--- src/rtl/seg7_scan_if.sv ---
// Display driver bus: datapath-side inputs and board-side
// segment/anode outputs of the multiplexed hex display.
interface seg7_scan_if #(
  parameter int NUM_DIGITS = 4,
  parameter int IDX_W      = 3
);
  logic [4*NUM_DIGITS-1:0] value;
  logic [NUM_DIGITS-1:0]   dp_in;
  logic [NUM_DIGITS-1:0]   digit_en;
  logic                    lz_blank;
  logic                    load;
  logic [6:0]              seg;
  logic                    dp_n;
  logic [NUM_DIGITS-1:0]   an;
  logic [IDX_W-1:0]        digit_idx;
  logic                    scan_tick;

  modport master (
    output value, dp_in, digit_en, lz_blank, load,
    input  seg, dp_n, an, digit_idx, scan_tick
  );

  modport slave (
    input  value, dp_in, digit_en, lz_blank, load,
    output seg, dp_n, an, digit_idx, scan_tick
  );
endinterface

--- src/rtl/seg7_scan_driver.sv ---
// Multiplexed N-digit hex display driver with shadowed value,
// per-digit enable, decimal points and leading-zero blanking.
module seg7_scan_driver #(
  parameter int NUM_DIGITS  = 4,
  parameter int REFRESH_DIV = 100000,
  parameter int IDX_W       = 3
) (
  input logic        clk,
  input logic        reset,
  seg7_scan_if.slave bus
);
  localparam int CNT_W = (REFRESH_DIV > 1) ?
                         $clog2(REFRESH_DIV) : 1;
  localparam int DW = 4 * NUM_DIGITS;
  localparam logic [CNT_W-1:0] CNT_MAX =
    CNT_W'(REFRESH_DIV - 1);
  localparam logic [IDX_W-1:0] IDX_MAX =
    IDX_W'(NUM_DIGITS - 1);

  logic [CNT_W-1:0]      cnt_q, cnt_d;
  logic [IDX_W-1:0]      idx_q, idx_d;
  logic                  tick_q, tick_d;
  logic [DW-1:0]         val_q, val_d;
  logic [NUM_DIGITS-1:0] dp_q, dp_d;
  logic [6:0]            seg_q, seg_d;
  logic                  dpn_q, dpn_d;
  logic [NUM_DIGITS-1:0] an_q, an_d;
  logic [IDX_W-1:0]      didx_q, didx_d;

  logic [DW-1:0]         shifted;
  logic [3:0]            nib;
  logic                  upper_nz;
  logic                  sup;
  logic                  dp_lit;
  logic                  en;
  logic [NUM_DIGITS-1:0] onehot_n;

  function automatic logic [6:0] glyph(input logic [3:0] n);
    logic [6:0] g;
    unique case (n)
      4'h0: g = 7'b0000001;
      4'h1: g = 7'b1001111;
      4'h2: g = 7'b0010010;
      4'h3: g = 7'b0000110;
      4'h4: g = 7'b1001100;
      4'h5: g = 7'b0100100;
      4'h6: g = 7'b0100000;
      4'h7: g = 7'b0001111;
      4'h8: g = 7'b0000000;
      4'h9: g = 7'b0001100;
      4'hA: g = 7'b0001000;
      4'hB: g = 7'b1100000;
      4'hC: g = 7'b0110001;
      4'hD: g = 7'b1000010;
      4'hE: g = 7'b0110000;
      default: g = 7'b0111000;
    endcase
    return g;
  endfunction

  always_comb begin
    cnt_d  = cnt_q;
    idx_d  = idx_q;
    tick_d = 1'b0;
    val_d  = val_q;
    dp_d   = dp_q;
    if (bus.load) begin
      val_d = bus.value;
      dp_d  = bus.dp_in;
    end
    if (cnt_q == CNT_MAX) begin
      cnt_d  = '0;
      idx_d  = (idx_q == IDX_MAX) ? '0 : idx_q + 1'b1;
      tick_d = 1'b1;
    end else begin
      cnt_d = cnt_q + 1'b1;
    end
  end

  // Presentation is built from the registered index and shadow.
  always_comb begin
    shifted  = val_q >> {idx_q, 2'b00};
    nib      = shifted[3:0];
    upper_nz = 1'b0;
    for (int j = 0; j < NUM_DIGITS; j++) begin
      if (IDX_W'(j) >= idx_q && val_q[4*j +: 4] != 4'h0)
        upper_nz = 1'b1;
    end
    sup      = bus.lz_blank && (idx_q != '0) && !upper_nz;
    dp_lit   = dp_q[idx_q];
    en       = bus.digit_en[idx_q];
    onehot_n = ~(NUM_DIGITS'(1) << idx_q);
    seg_d    = 7'b1111111;
    dpn_d    = 1'b1;
    an_d     = '1;
    didx_d   = idx_q;
    if (!en) begin
      an_d = '1;
    end else if (sup) begin
      dpn_d = ~dp_lit;
      if (dp_lit) an_d = onehot_n;
    end else begin
      an_d  = onehot_n;
      seg_d = glyph(nib);
      dpn_d = ~dp_lit;
    end
  end

  always_ff @(posedge clk) begin
    if (reset) begin
      cnt_q  <= '0;
      idx_q  <= '0;
      tick_q <= 1'b0;
      val_q  <= '0;
      dp_q   <= '0;
      seg_q  <= 7'b1111111;
      dpn_q  <= 1'b1;
      an_q   <= '1;
      didx_q <= '0;
    end else begin
      cnt_q  <= cnt_d;
      idx_q  <= idx_d;
      tick_q <= tick_d;
      val_q  <= val_d;
      dp_q   <= dp_d;
      seg_q  <= seg_d;
      dpn_q  <= dpn_d;
      an_q   <= an_d;
      didx_q <= didx_d;
    end
  end

  assign bus.seg       = seg_q;
  assign bus.dp_n      = dpn_q;
  assign bus.an        = an_q;
  assign bus.digit_idx = didx_q;
  assign bus.scan_tick = tick_q;
endmodule
--- src/flat_wrapper.sv ---
// flat-port wrapper written by rule: the top's interface ports become plain ports
module seg7_scan_driver_flat 
#(
  parameter int NUM_DIGITS  = 4,
  parameter int REFRESH_DIV = 100000,
  parameter int IDX_W       = 3
)
  (clk, reset, bus_value, bus_dp_in, bus_digit_en, bus_lz_blank, bus_load, bus_seg, bus_dp_n, bus_an, bus_digit_idx, bus_scan_tick);
  seg7_scan_if #(.NUM_DIGITS(NUM_DIGITS), .IDX_W(IDX_W)) bus_i ();
  input logic clk;
  input logic reset;
  input wire logic [$bits(bus_i.value)-1:0] bus_value;
  input wire logic [$bits(bus_i.dp_in)-1:0] bus_dp_in;
  input wire logic [$bits(bus_i.digit_en)-1:0] bus_digit_en;
  input wire logic [$bits(bus_i.lz_blank)-1:0] bus_lz_blank;
  input wire logic [$bits(bus_i.load)-1:0] bus_load;
  output wire logic [$bits(bus_i.seg)-1:0] bus_seg;
  output wire logic [$bits(bus_i.dp_n)-1:0] bus_dp_n;
  output wire logic [$bits(bus_i.an)-1:0] bus_an;
  output wire logic [$bits(bus_i.digit_idx)-1:0] bus_digit_idx;
  output wire logic [$bits(bus_i.scan_tick)-1:0] bus_scan_tick;
  assign bus_i.value = bus_value;
  assign bus_i.dp_in = bus_dp_in;
  assign bus_i.digit_en = bus_digit_en;
  assign bus_i.lz_blank = bus_lz_blank;
  assign bus_i.load = bus_load;
  assign bus_seg = bus_i.seg;
  assign bus_dp_n = bus_i.dp_n;
  assign bus_an = bus_i.an;
  assign bus_digit_idx = bus_i.digit_idx;
  assign bus_scan_tick = bus_i.scan_tick;
  seg7_scan_driver #(.NUM_DIGITS(NUM_DIGITS), .REFRESH_DIV(REFRESH_DIV), .IDX_W(IDX_W)) u_core (.clk(clk), .reset(reset), .bus(bus_i));
endmodule
--- config.mk ---
export PLATFORM = sky130hd
export DESIGN_NAME = seg7_scan_driver_flat
export DESIGN_NICKNAME = d
export VERILOG_FILES = /design/src/rtl/seg7_scan_if.sv /design/src/rtl/seg7_scan_driver.sv /design/src/flat_wrapper.sv
export SDC_FILE = /design/constraint.sdc
export NUM_CORES = 1
export LEC_CHECK = 0
export BUFFER_PORTS_ARGS = -buffer_cell sky130_fd_sc_hd__buf_2
export CORE_ASPECT_RATIO = 2
export CORE_UTILIZATION = 60
export DETAILED_ROUTE_END_ITERATION = 6
export PLACE_DENSITY = 0.81
export SYNTH_ARGS = -nofsm -noshare
export SYNTH_HDL_FRONTEND = slang
export SYNTH_SLANG_ARGS = --single-unit
--- constraint.sdc ---
create_clock -name clk -period 3.1 [get_ports clk]
set_input_delay 0.155 -clock clk [delete_from_list [all_inputs] [get_ports clk]]
set_output_delay 0.155 -clock clk [all_outputs]
set_load 0.03 [all_outputs]
==> impl_metrics.env <==
export IMPL_run_status="finished, final reports clean"
export IMPL_postSynthRegisterBits=56
export IMPL_cts_hold_buffers=0
export IMPL_grt_start_max_net_pins=31
export IMPL_synth_largest_area_cell="sky130_fd_sc_hd__dfxtp_1"
export IMPL_power_net_switching_mw=0.336
export IMPL_drt_iter0_markers=21
export IMPL_place_worst_setup_slack_ns=0.771
export IMPL_detailroute_via_count=1994
export IMPL_max_freq_mhz=429
export IMPL_place_detailed_instances=351
export IMPL_gr_total_overflow=0
export IMPL_antenna_diode_count=0
export IMPL_detailedRoute_firstPassIterationCount=4
export IMPL_ant_nets=0
export IMPL_globalRouteTotalUtil=0.244
export IMPL_grt_antenna_before_repair=0
export IMPL_fillers=350
export IMPL_swShare=0.258
export IMPL_worstSetupEndpointType="register"
export IMPL_report_final_setup_viol=0
export IMPL_area_growth_pct=11.0
export IMPL_slew_at_the_pin_closest_to_its_max_slew_limit_ns=0.764
export IMPL_most_instantiated_library_cell_after_synthesis="sky130_fd_sc_hd__dfxtp_1"
export IMPL_syn_avg_cell_area_um2=9.73
export IMPL_synth_yosys_warnings=0
export IMPL_synth_main_ff_cell="sky130_fd_sc_hd__dfxtp_1"
export IMPL_ys_types=50
export IMPL_timing_critical_path_required_ns=3.29
export IMPL_synth_area_mux_share=0.124
export IMPL_design_die_area_um2=4610
export IMPL_grt_pass1_wl_um=8450
export IMPL_port_buffer_count=43
export IMPL_worst_skew_pair_latency_ns=0.31
export IMPL_chipHeight_um=95.1
export IMPL_critPathMostFrequentCell="sky130_fd_sc_hd__a21boi_0"
export IMPL_place_hpwl_um=3950
export IMPL_timing_clock_skew_ns=0.0139
export IMPL_synth_net_count=307
export IMPL_clk_transition_reported_paths_ns=0.10
export IMPL_initial_utilization=0.629
export IMPL_via_count_of_the_first_global_routing_pass=1938
export IMPL_post_cts_resized=0
export IMPL_min_period_over_period=0.752
export IMPL_width_of_the_die_um=48.5
export IMPL_cp_data_arrival_time_ns=2.52
export IMPL_cts_tree="built"
export IMPL_synth_commonest_cells="sky130_fd_sc_hd__dfxtp_1, sky130_fd_sc_hd__nor2_1, sky130_fd_sc_hd__mux2i_1, sky130_fd_sc_hd__nand2_1, sky130_fd_sc_hd__ha_1"
export IMPL_final_layout_size_suffix_gt1_frac=0.208
export IMPL_tns_ns=0
export IMPL_clock_root_buffer="sky130_fd_sc_hd__clkbuf_8"
export IMPL_slowest_stage="sky130_fd_sc_hd__dfxtp_1"
export IMPL_finalCriticalPeriod_ns=2.33
export IMPL_ff_latch_area_um2=1120
export IMPL_multi_input_area_um2=1350
export IMPL_drv_cap=0
export IMPL_mappedNetlistArea_um2=2600
export IMPL_instances_no_fill=359
export IMPL_via_per_instance_ratio=5.55
export IMPL_path_class="register to register"
export IMPL_peakVddDrop_uv=486
export IMPL_synth_xor_area_frac=0.0539
export IMPL_final_hold_viol_count=0
export IMPL_synth_async_reset_ratio=0
export IMPL_fin_nets=346
export IMPL_slew_headroom=0.490
export IMPL_globalplace_congestion=0.794
export IMPL_cts_htree_levels=2
export IMPL_tritoncts_num_sinks=56
export IMPL_worst_slack_ns=0.768
export IMPL_p_leak_nw=1.17
export IMPL_grt_setup_unrepaired="false"
export IMPL_synth_compound_gate_area_share=0.105
export IMPL_intPower_mw=0.966
export IMPL_count_of_pins_on_the_block_boundary=44
export IMPL_synth_edff_count=0
export IMPL_post_cts_repair_setup_buffers=0
export IMPL_clockBufferDepth=2
export IMPL_power_sequential_fraction=0.586
export IMPL_critical_path_peak_fanout=17
export IMPL_holdCritPathClass="input port to register"
export IMPL_powerDensity_nw_per_um2=451
export IMPL_worstPathCellList="mux2i_1 > o22a_1 > inv_1 > ha_1 > a21boi_0 > a21boi_0 > o21ai_1"
export IMPL_total_drc_errors_in_the_routed_layout=0
export IMPL_wl_per_cell_um=14.4
export IMPL_synth_fa_ha_area_frac=0.0578
export IMPL_synth_top_family_by_area="simple AND/OR/NAND/NOR gates"
export IMPL_netlist_top_cells_area="sky130_fd_sc_hd__dfxtp_1, sky130_fd_sc_hd__mux2i_1, sky130_fd_sc_hd__nor2_1"
export IMPL_synthSimpleGateAreaFrac=0.180
export IMPL_seq_area_frac_synth=0.431
export IMPL_finalMaxSlewViolations=0
export IMPL_synth_largest_type_area_fraction=0.431
export IMPL_netlist_instances=267
export IMPL_cts_inserted_buffers=5
export IMPL_placementRows=33
export IMPL_comb_power_share=0.108
export IMPL_design_core_area_um2=4130
export IMPL_critical_path_max_stage_delay_ns=0.83
export IMPL_clkPwrFrac=0.305
export IMPL_critPathLaunchType="register"
export IMPL_route_final_wire_length_um=5160
[stage by stage]
stage	cell area [µm²]	hold WS [ns]	utilization	power, mW
floorplan	2600	0.295	-	0.879
global placement	2800	0.388	0.677	0.919
detailed placement	2800	0.399	0.677	0.922
CTS	2890	0.0676	0.699	1.32
global route	2890	0.0853	0.699	1.36
finish	2890	0.0694	0.699	1.30
[placed cells by master (no fill, tap or decap), drive strengths merged, types with 3 or more instances in the layout]
master	instances
inv	10
a211oi	5
xor2	5
clkbuf	5
ha	12
nand2	18
o22a	4
o21ai	5
nor3	6
dfxtp	56
buf	44
nand3	7
or4	4
xnor2	11
nand4	3
nor2	50
mux2i	30
a21oi	7
[final timing paths]
kind	startpoint	cells after the start	end	slack (ns)
min	bus_value[6]	3	u_core.val_q[6]	0.07
max	u_core.didx_d[0]	7	u_core.bus.seg[0]	0.77
max reg2reg	u_core.didx_d[0]	7	u_core.bus.seg[0]	0.77
min reg2reg	u_core.cnt_q[0]	1	u_core.cnt_q[0]	0.45
[kinds of logic after synthesis]
logic type / Yosys count
buffers and inverters: 21
muxes: 31
DFF: 56
AOI/OAI and AO/OA: 33
adders and majority gates: 12
xor gates and xnor gates: 16
and+or+nand+nor: 98
[power groups by stage]
stage               registers (mW)  clock network, mW  logic [mW]
floorplan                    0.787                  0      0.0919
global placement             0.779                  0       0.140
detailed placement           0.780                  0       0.142
CTS                          0.763              0.412       0.143
global route                 0.767              0.439       0.155
finish                       0.764              0.397       0.141
[flip-flops by register name, summed over array words and instances (netlist names)]
signal                cells
u_core.val_q             16
u_core.dp_q               4
u_core.bus.an             4
u_core.bus.seg            7
u_core.bus.dp_n           1
u_core.bus.digit_idx      3
u_core.bus.scan_tick      1
u_core.didx_d             3
u_core.cnt_q             17
[cell type report]
class / instances / share of cell area
multi-input combinational: 190 / 0.469
sequential: 56 / 0.389
timing repair buffer: 44 / 0.0772
clock buffer: 5 / 0.0239
tap: 52 / 0.0225
inverter: 9 / 0.0117
clock inverter: 3 / 0.00737
[worst max-delay path: cells and delay by family (launching register included)]
family	cells	cell delay, ns
AO/OA/AOI/OAI	4	0.75
adder cells (fa/ha/maj)	1	0.24
buffers and inverters	1	0.11
flip-flops	1	0.83
multiplexers	1	0.27
[layer usage]
layer / wire length, µm / share of wire / up-vias / track usage
met5: 0 / 0 / - / 0
met4: 212 / 0.041 / 0 / 0.152
met3: 180 / 0.035 / 20 / 0.0510
met2: 2960 / 0.57 / 48 / 0.488
met1: 1810 / 0.35 / 935 / 0.214
li1: - / - / 991 / -
No activity file was read; power rests on OpenSTA's default activity.
